===== src/rtl/alu_seq.sv =====
// alu_seq: registered ALU with start/busy/done handshake and an iterative
// shift-add multiplier.
//
// Ports:
//   clk, rst      clock and synchronous active-high reset
//   start         request strobe; accepted only while idle
//   select[2:0]   opcode, latched with start
//   A, B          operands (B is the left operand), latched with start
//   busy          high while a multiply is in progress
//   done          one-cycle pulse when out/flags are updated
//   out           result register
//   z_flag        result == 0
//   c_flag        carry / borrow / multiply overflow
//   out_hi        upper product half (only with ALU_SEQ_MUL_HI_EN)
//
// Optional feature macro: ALU_SEQ_MUL_HI_EN
//   Defined:   adds out_hi; z_flag for MUL covers the full 2*WIDTH product.
//   Undefined: no out_hi; z_flag for MUL covers the low WIDTH bits only.
module alu_seq #(
  parameter int unsigned WIDTH = 16,
  parameter int unsigned CNT_W = $clog2(WIDTH + 1)
) (
  input  logic             clk,
  input  logic             rst,
  input  logic             start,
  input  logic [2:0]       select,
  input  logic [WIDTH-1:0] A,
  input  logic [WIDTH-1:0] B,
  output logic             busy,
  output logic             done,
  output logic [WIDTH-1:0] out,
  output logic             z_flag,
`ifdef ALU_SEQ_MUL_HI_EN
  output logic             c_flag,
  output logic [WIDTH-1:0] out_hi
`else
  output logic             c_flag
`endif
);

  localparam int unsigned PW = 2 * WIDTH;

  localparam logic [2:0] OP_ADD   = 3'b000;
  localparam logic [2:0] OP_SUB   = 3'b001;
  localparam logic [2:0] OP_MUL   = 3'b010;
  localparam logic [2:0] OP_PASSA = 3'b011;
  localparam logic [2:0] OP_PASSB = 3'b100;
  localparam logic [2:0] OP_AND   = 3'b101;
  localparam logic [2:0] OP_OR    = 3'b110;
  localparam logic [2:0] OP_XOR   = 3'b111;

  typedef enum logic {
    S_IDLE = 1'b0,
    S_MUL  = 1'b1
  } state_e;

  state_e             state_q, state_d;
  logic [CNT_W-1:0]   cnt_q, cnt_d;
  logic [WIDTH-1:0]   mcand_q, mcand_d;
  logic [WIDTH-1:0]   mplier_q, mplier_d;
  logic [PW-1:0]      acc_q, acc_d;
  logic [WIDTH-1:0]   out_q, out_d;
  logic               z_q, z_d;
  logic               c_q, c_d;
  logic               busy_q, busy_d;
  logic               done_q, done_d;
`ifdef ALU_SEQ_MUL_HI_EN
  logic [WIDTH-1:0]   hi_q, hi_d;
`endif

  // Single-cycle datapath, evaluated on the live inputs.
  logic [WIDTH:0]     add_c;
  logic [WIDTH:0]     sub_c;
  logic [WIDTH-1:0]   alu_res_c;
  logic               alu_cy_c;

  always_comb begin
    add_c     = {1'b0, B} + {1'b0, A};
    sub_c     = {1'b0, B} - {1'b0, A};
    alu_res_c = '0;
    alu_cy_c  = 1'b0;
    case (select)
      OP_ADD:   begin alu_res_c = add_c[WIDTH-1:0]; alu_cy_c = add_c[WIDTH]; end
      // The extra bit of the widened difference is set exactly when B < A.
      OP_SUB:   begin alu_res_c = sub_c[WIDTH-1:0]; alu_cy_c = sub_c[WIDTH]; end
      OP_PASSA: alu_res_c = A;
      OP_PASSB: alu_res_c = B;
      OP_AND:   alu_res_c = B & A;
      OP_OR:    alu_res_c = B | A;
      OP_XOR:   alu_res_c = B ^ A;
      default:  alu_res_c = '0;
    endcase
  end

  // Multiply step: partial products for the current and the following bit.
  logic [PW-1:0]      mcand_ext_c;
  logic [CNT_W-1:0]   cnt_inc_c;
  logic [PW-1:0]      acc_step_c;
  logic [PW-1:0]      prod_c;
  logic               last_c;

  always_comb begin
    mcand_ext_c = {{WIDTH{1'b0}}, mcand_q};
    cnt_inc_c   = cnt_q + CNT_W'(1);
    acc_step_c  = acc_q + (mplier_q[0] ? (mcand_ext_c << cnt_q) : '0);
    // The start cycle counts toward the fixed latency, so the final MUL cycle
    // retires two multiplier bits to cover all WIDTH bits in WIDTH-1 steps.
    prod_c      = acc_step_c + (mplier_q[1] ? (mcand_ext_c << cnt_inc_c) : '0);
    last_c      = (cnt_inc_c == CNT_W'(WIDTH - 1));
  end

  // Next-state and output logic.
  always_comb begin
    state_d  = state_q;
    cnt_d    = cnt_q;
    mcand_d  = mcand_q;
    mplier_d = mplier_q;
    acc_d    = acc_q;
    out_d    = out_q;
    z_d      = z_q;
    c_d      = c_q;
    busy_d   = busy_q;
    done_d   = 1'b0;
`ifdef ALU_SEQ_MUL_HI_EN
    hi_d     = hi_q;
`endif

    case (state_q)
      S_IDLE: begin
        if (start) begin
          if (select == OP_MUL) begin
            mcand_d  = A;
            mplier_d = B;
            acc_d    = '0;
            cnt_d    = '0;
            busy_d   = 1'b1;
            state_d  = S_MUL;
          end else begin
            out_d  = alu_res_c;
            z_d    = (alu_res_c == '0);
            c_d    = alu_cy_c;
            done_d = 1'b1;
`ifdef ALU_SEQ_MUL_HI_EN
            hi_d   = '0;
`endif
          end
        end
      end

      S_MUL: begin
        mplier_d = mplier_q >> 1;
        cnt_d    = cnt_inc_c;
        acc_d    = acc_step_c;
        if (last_c) begin
          acc_d   = prod_c;
          out_d   = prod_c[WIDTH-1:0];
          c_d     = |prod_c[PW-1:WIDTH];
`ifdef ALU_SEQ_MUL_HI_EN
          hi_d    = prod_c[PW-1:WIDTH];
          z_d     = (prod_c == '0);
`else
          z_d     = (prod_c[WIDTH-1:0] == '0);
`endif
          done_d  = 1'b1;
          busy_d  = 1'b0;
          state_d = S_IDLE;
        end
      end

      default: state_d = S_IDLE;
    endcase
  end

  // State and output registers.
  always_ff @(posedge clk) begin
    if (rst) begin
      state_q  <= S_IDLE;
      cnt_q    <= '0;
      mcand_q  <= '0;
      mplier_q <= '0;
      acc_q    <= '0;
      out_q    <= '0;
      z_q      <= 1'b0;
      c_q      <= 1'b0;
      busy_q   <= 1'b0;
      done_q   <= 1'b0;
`ifdef ALU_SEQ_MUL_HI_EN
      hi_q     <= '0;
`endif
    end else begin
      state_q  <= state_d;
      cnt_q    <= cnt_d;
      mcand_q  <= mcand_d;
      mplier_q <= mplier_d;
      acc_q    <= acc_d;
      out_q    <= out_d;
      z_q      <= z_d;
      c_q      <= c_d;
      busy_q   <= busy_d;
      done_q   <= done_d;
`ifdef ALU_SEQ_MUL_HI_EN
      hi_q     <= hi_d;
`endif
    end
  end

  assign busy   = busy_q;
  assign done   = done_q;
  assign out    = out_q;
  assign z_flag = z_q;
  assign c_flag = c_q;
`ifdef ALU_SEQ_MUL_HI_EN
  assign out_hi = hi_q;
`endif

endmodule


===== config.mk =====
export PLATFORM = sky130hd
export DESIGN_NAME = alu_seq
export DESIGN_NICKNAME = d
export VERILOG_FILES = /design/src/rtl/alu_seq.sv
export SDC_FILE = /design/constraint.sdc
export NUM_CORES = 1
export LEC_CHECK = 0
export BUFFER_PORTS_ARGS = -buffer_cell sky130_fd_sc_hd__buf_2
export CAP_MARGIN = 25
export CORE_MARGIN = 1
export CORE_UTILIZATION = 38
export DETAILED_ROUTE_END_ITERATION = 10
export HOLD_SLACK_MARGIN = 0.02
export PLACE_DENSITY = 0.57
export REMOVE_ABC_BUFFERS = 1
export SETUP_SLACK_MARGIN = 0.5
export SYNTH_ARGS = -nofsm -noshare
export SYNTH_HDL_FRONTEND = slang
export SYNTH_SLANG_ARGS = --single-unit

===== constraint.sdc =====
create_clock -name clk -period 8.4 [get_ports clk]
set_input_delay 0.42 -clock clk [delete_from_list [all_inputs] [get_ports clk]]
set_output_delay 0.42 -clock clk [all_outputs]
set_load 0.01 [all_outputs]

==> flow_metrics.env, run 1 <==
export IMPL_slew_violations=0
export IMPL_async_reset_ff_share_pct=0
export IMPL_ys_ff_latch=90
export IMPL_nFillCells=3180
export IMPL_crit_fanout=24
export IMPL_worstPathArrival_ns=7.38
export IMPL_core_area_mm2=0.0308
export IMPL_port_buffers=57
export IMPL_clk_latency_ns=0.37
export IMPL_irDropWorstVdd_mv=0.0994
export IMPL_die_area_mm2=0.0322
export IMPL_post_route_drc_count=0
export IMPL_syn_cell_area_mm2=0.0120
export IMPL_synth_edf_count=0
export IMPL_finalSetupViolCount=0
export IMPL_slew_headroom_pct=29.4
export IMPL_max_freq_mhz=141
export IMPL_r2r_slack_ns=1.29
export IMPL_critPathLaunchType="flop"
export IMPL_r2r_cells=22
export IMPL_drt_pass1_iterations=6
export IMPL_register_area_mm2=0.00180
export IMPL_die_h_um=180
export IMPL_maxCapViolations=0
export IMPL_hpwl_um=33400
export IMPL_cts_tree="built"
export IMPL_path_class="flop to flop"
export IMPL_p_total_uw=1210
export IMPL_syn_inst=1697
export IMPL_cts_root_buf="clkbuf_16"
export IMPL_grt_util_all_layers_pct=27.0
export IMPL_die_w_um=180
export IMPL_drtIter0Drc=1253
export IMPL_tns_ns=0
export IMPL_dp_cells=2065
export IMPL_synth_cell_types=72
export IMPL_wl_per_cell_um=21.0
export IMPL_min_from="A[5]"
export IMPL_whs_path_depth=3
export IMPL_antenna_found_initial=1
export IMPL_cts_sinks=90
export IMPL_path_buf_inv=1
export IMPL_area_growth_pct=7.26
export IMPL_status="finished, final reports clean"
export IMPL_initial_core_util_pct=38.9
export IMPL_p_leak_uw=0.00507
export IMPL_max_slew_worst_pin_slew_ns=1.06
export IMPL_ys_seq_area_share_pct=15.0
export IMPL_cts_max_level=3
export IMPL_grt_overflow=0
export IMPL_hold_viol=0
export IMPL_worstPathRequired_ns=8.67
export IMPL_rr_endpoint="acc_q[28]$_SDFFE_PP0P_"
export IMPL_nets=1835
export IMPL_fin_crit_ns=7.11
export IMPL_cts_setup_buffers=0
export IMPL_grt_pass1_wl_um=69000
export IMPL_worstPathCellList="clkinv_1, o21ai_0, o21ai_0, o21ai_0, nor2_1, ha_1, nand4_1, a211oi_1, a211oi_1, o32ai_1, o21ai_0, a21oi_1, ha_1, a211oi_1, o21ai_0, a221oi_1, nand2_1, a221o_1, and4_1, nor3_1, a21oi_1, a22o_1"
export IMPL_powerDensity_mw_per_mm2=94.2
export IMPL_rsz0062_at_grt="no"
export IMPL_gp_congestion=0.963
export IMPL_ctsHoldBuffers=0
export IMPL_cts_resized=0
export IMPL_multi_input_area_mm2=0.00948
export IMPL_max_stage_delay_ns=0.59
export IMPL_cts_buffer_depth=2
export IMPL_path_delay_family="compound AO/OA/AOI/OAI gates"
export IMPL_final_antenna_net_count=0
export IMPL_crit_top_cell="o21ai_0"
export IMPL_viasPerCell=6.14
export IMPL_path_clk_slew_ns=0.08
export IMPL_whs_endpoint="mcand_q[5]$_SDFFE_PP0P_"
export IMPL_cpMaxStageDelayCell="dfxtp_2"
export IMPL_min_path_type="input port to flop"
export IMPL_via_count=12800
export IMPL_fin_crit_sh_pct=84.6
export IMPL_numCtsBuffers=9
export IMPL_yosysWarnings=0
export IMPL_ioPinCount=58
export IMPL_drive_above_1_share_pct=9.14
export IMPL_grt_pass1_vias=11900
export IMPL_rows=64
export IMPL_skew_ns=0.0219
export IMPL_wl_um=43700
export IMPL_synthFlopType="dfxtp_1"
export IMPL_end_kind="flop"
export IMPL_finalNonFillerCells=2082
export IMPL_synth_avg_cell_area_um2=7.06
export IMPL_grt_max_degree=70
export IMPL_worstReg2RegStart="cnt_q[0]$_SDFFE_PP0P_"
==> cell type report <==
cell class                 instances  area share (%)
clock inverter                     6           0.565
tap                              396            3.86
multi-input combinational       1417            73.8
sequential                        90            14.0
clock buffer                       9            1.75
antenna                            1          0.0195
inverter                          85            2.48
timing repair buffer              78            3.53
==> Yosys cell counts (all sizes together) (28+ instances only) <==
master / instances / area [µm²]
a22oi: 47 / 353
clkbuf: 82 / 308
nor2b: 39 / 244
nor2: 168 / 631
a21oi: 201 / 1010
ha: 112 / 1400
nand3: 30 / 150
inv: 84 / 315
a211oi: 48 / 373
a21o: 28 / 210
mux2i: 35 / 350
nor3: 34 / 170
nand2: 209 / 785
xnor2: 42 / 368
o21ai: 101 / 505
dfxtp: 90 / 1800
==> where the power goes <==
part	total, µW	leakage (µW)	switching, µW	internal, µW
clock network	440	0.000149	205	234
logic	319	0.00419	205	114
registers	452	0.000730	13.3	439
total	1210	0.00507	424	787
==> sequential cells by signal, indices dropped and copies added (netlist names) <==
name	count
state_q	1
mplier_q	16
z_flag	1
mcand_q	16
acc_q	32
c_flag	1
out	16
done	1
busy	1
cnt_q	5
==> kinds of logic (layout without fill, tap and decap cells) <==
| logic type | Yosys count | count (layout) | synth area share, % |
|---|---|---|---|
| multiplexers | 76 | 76 | 8.94 |
| flip-flops | 90 | 90 | 15.0 |
| buffers and inverters | 190 | 178 | 6.05 |
| AO/OA/AOI/OAI | 588 | 588 | 31.1 |
| AND/OR/NAND/NOR | 577 | 577 | 22.0 |
| other | 0 | 1 | 0 |
| XOR/XNOR | 60 | 60 | 4.50 |
| adder cells (fa/ha/maj) | 116 | 116 | 12.4 |
==> cell usage in the layout (no fill, tap or decap), drive strengths merged, types with 9 or more instances in the layout <==
master,count
nand2,209
a21oi,201
nor2,168
ha,112
o21ai,101
dfxtp,90
inv,88
buf,78
a211oi,48
a22oi,47
xnor2,42
nor2b,39
mux2i,35
nor3,34
nand3,30
a21o,28
mux4,23
o22ai,20
a31oi,19
mux2,18
and2,18
xor2,17
o211ai,16
o21bai,16
o21a,16
nand2b,15
nand4,14
a22o,9
clkbuf,9
==> routing by layer <==
metal,GRT usage (%),routed length (µm)
met1,37.4,19700
met2,42.9,19400
met3,3.34,3180
met4,10.2,1480
met5,0,0
==> through the flow <==
stage / setup WS, ns / cell area, µm² / util, % / hold WS [ns]
after floorplan: 1.64 / 11600 / - / 0.430
final: 1.29 / 12800 / 41.7 / 0.342
after global placement: 1.65 / 12500 / 40.7 / 0.440
after detailed placement: 1.60 / 12500 / 40.7 / 0.444
after global routing: 0.701 / 12800 / 41.7 / 0.347
after CTS: 1.58 / 12800 / 41.6 / 0.324
==> how the worst max path moves through the flow <==
stage,slack (ns),cells past startpoint,start,end
floorplan,1.64,24,cnt_q[0]$_SDFFE_PP0P_,acc_q[28]$_SDFFE_PP0P_
global placement,1.65,22,cnt_q[0]$_SDFFE_PP0P_,acc_q[28]$_SDFFE_PP0P_
detailed placement,1.60,23,cnt_q[2]$_SDFFE_PP0P_,acc_q[20]$_SDFFE_PP0P_
CTS,1.58,23,cnt_q[2]$_SDFFE_PP0P_,acc_q[20]$_SDFFE_PP0P_
global route,0.70,25,cnt_q[0]$_SDFFE_PP0P_,acc_q[28]$_SDFFE_PP0P_
finish,1.29,22,cnt_q[0]$_SDFFE_PP0P_,acc_q[28]$_SDFFE_PP0P_
==> worst min-delay path, cell delays in order <==
cell	delay [ns]
buf_2	0.13
nand2_1	0.06
a21oi_1	0.05
(Power assumes the default switching activity.)
==> inputs of run 2 (changes only) <==
--- a/config.mk
+++ b/config.mk
@@ -11,7 +11,7 @@
 export CORE_UTILIZATION = 38
 export DETAILED_ROUTE_END_ITERATION = 10
 export HOLD_SLACK_MARGIN = 0.02
-export PLACE_DENSITY = 0.57
+export PLACE_DENSITY = 0.59
 export REMOVE_ABC_BUFFERS = 1
 export SETUP_SLACK_MARGIN = 0.5
 export SYNTH_ARGS = -nofsm -noshare
==> constraint.sdc (replaced) <==
create_clock -name clk -period 6.1 [get_ports clk]
set_input_delay 0.305 -clock clk [delete_from_list [all_inputs] [get_ports clk]]
set_output_delay 0.305 -clock clk [all_outputs]
set_load 0.01 [all_outputs]
==> flow_metrics.env, run 2 (same netlist as run 1, synthesis figures left out) <==
export IMPL_status="finished, final reports clean"
export IMPL_nFillCells=3004
export IMPL_die_area_mm2=0.0322
export IMPL_slew_headroom_pct=29.0
export IMPL_register_area_mm2=0.00181
export IMPL_viasPerCell=6.03
export IMPL_drt_pass1_iterations=8
export IMPL_grt_pass1_wl_um=72600
export IMPL_numCtsBuffers=9
export IMPL_skew_ns=0.0231
export IMPL_largest_register_ff_count=32
export IMPL_p_total_uw=1710
export IMPL_drtIter0Drc=1300
export IMPL_cpMaxStageDelayCell="o32ai_2"
export IMPL_powerDensity_mw_per_mm2=110
export IMPL_dp_cells=2252
export IMPL_finalSetupViolCount=0
export IMPL_gp_congestion=0.923
export IMPL_cts_max_level=3
export IMPL_nets=2057
export IMPL_cts_buffer_depth=2
export IMPL_mostFrequentLayoutCell="buf_4"
export IMPL_worstPathArrival_ns=6.05
export IMPL_cts_tree="built"
export IMPL_path_delay_family="compound AO/OA/AOI/OAI gates"
export IMPL_grt_pass1_vias=13000
export IMPL_wl_per_cell_um=20.4
export IMPL_fin_crit_ns=5.72
export IMPL_final_cell_mix="buf_4 (226), nand2_1 (204), a21oi_1 (180)"
export IMPL_clk_latency_ns=0.38
export IMPL_via_count=13900
export IMPL_rsz0062_at_grt="yes"
export IMPL_finalNonFillerCells=2303
export IMPL_post_route_drc_count=0
export IMPL_tns_ns=0
export IMPL_final_antenna_net_count=0
export IMPL_fin_util_pct=50.3
export IMPL_max_slew_worst_pin_slew_ns=1.06
export IMPL_antenna_found_initial=1
export IMPL_grt_util_all_layers_pct=28.3
export IMPL_hpwl_um=35200
export IMPL_cts_sinks=90
export IMPL_fin_crit_sh_pct=93.8
export IMPL_port_buffers=57
export IMPL_path_buf_inv=8
export IMPL_hold_viol=0
export IMPL_path_clk_slew_ns=0.09
export IMPL_cts_root_buf="clkbuf_16"
export IMPL_grt_max_degree=69
export IMPL_path_class="flop to flop"
export IMPL_worstPathRequired_ns=6.43
export IMPL_critPathLaunchType="flop"
export IMPL_grt_overflow=0
export IMPL_min_path_type="input port to flop"
export IMPL_multi_input_area_mm2=0.0104
export IMPL_max_freq_mhz=175
export IMPL_drive_above_1_share_pct=26.8
export IMPL_area_growth_pct=29.5
export IMPL_maxCapViolations=0
export IMPL_largest_register="acc_q"
export IMPL_rows=64
export IMPL_slew_violations=0
export IMPL_die_h_um=180
export IMPL_die_w_um=180
export IMPL_initial_core_util_pct=38.9
export IMPL_irDropWorstVdd_mv=0.109
export IMPL_crit_top_cell="buf_4"
export IMPL_p_leak_uw=0.00642
export IMPL_ioPinCount=58
export IMPL_core_area_mm2=0.0308
export IMPL_n_antenna_cell=0
export IMPL_max_stage_delay_ns=0.44
export IMPL_crit_fanout=6
export IMPL_wl_um=46900
export IMPL_end_kind="flop"
## run 2: path summary, 6_finish.rpt
check	startpoint	end	slack (ns)	cells past startpoint
worst max-delay path	cnt_q[1]$_SDFFE_PP0P_	acc_q[28]$_SDFFE_PP0P_	0.38	30
worst min-delay path	A[4]	mcand_q[4]$_SDFFE_PP0P_	0.23	3
worst max register to register	cnt_q[1]$_SDFFE_PP0P_	acc_q[28]$_SDFFE_PP0P_	0.38	30
worst min register to register	out[10]$_SDFFE_PP0P_	out[10]$_SDFFE_PP0P_	0.46	2
## run 2: cell type report
type / count / share of cell area [%]
clock buffers: 9 / 1.45
clock inverters: 6 / 0.476
inverters: 85 / 2.06
multi-input cells: 1417 / 66.8
flip-flops and latches: 90 / 11.7
well taps: 396 / 3.19
repair buffers: 300 / 14.3
## run 2: layer usage
metal  global-route usage (%)  part of all wire (%)  up-vias
li1                         -                     -     6566
met1                     38.1                    44     6661
met2                     46.8                    46      582
met3                     3.55                   6.7       89
met4                     8.93                   3.1        0
met5                        0                     0        -
## run 2: power by group
part	switching (µW)	internal, µW	leakage [µW]
Combinational	301	183	0.00555
Clock	289	322	0.000140
Sequential	12.6	604	0.000733
## run 2: per-stage QoR
step / cell area [µm²] / hold slack, ns / worst slack [ns]
final: 15500 / 0.228 / 0.378
after global routing: 15500 / 0.241 / 0.152
after CTS: 14700 / 0.220 / 0.480
after detailed placement: 13900 / 0.444 / -0.238
after global placement: 13900 / 0.440 / -0.109
after floorplan: 11600 / 0.374 / -0.661
## run 2: repair_timing
item	4_1_cts	5_1_grt
pin swaps	26	90
gates resized for setup	86	136
endpoints found under the setup margin	19	20
hold buffers	0	0
buffers inserted	13	22
## run 2: worst register-to-register path: cells and delay by family, from the launching register on
family	cells	cell delay, ns
and+or+nand+nor	6	0.70
xor gates and xnor gates	1	0.24
adders and majority gates	2	0.61
buffers and inverters	8	1.19
muxes	2	0.59
DFF	1	0.40
AOI/OAI and AO/OA	11	1.94
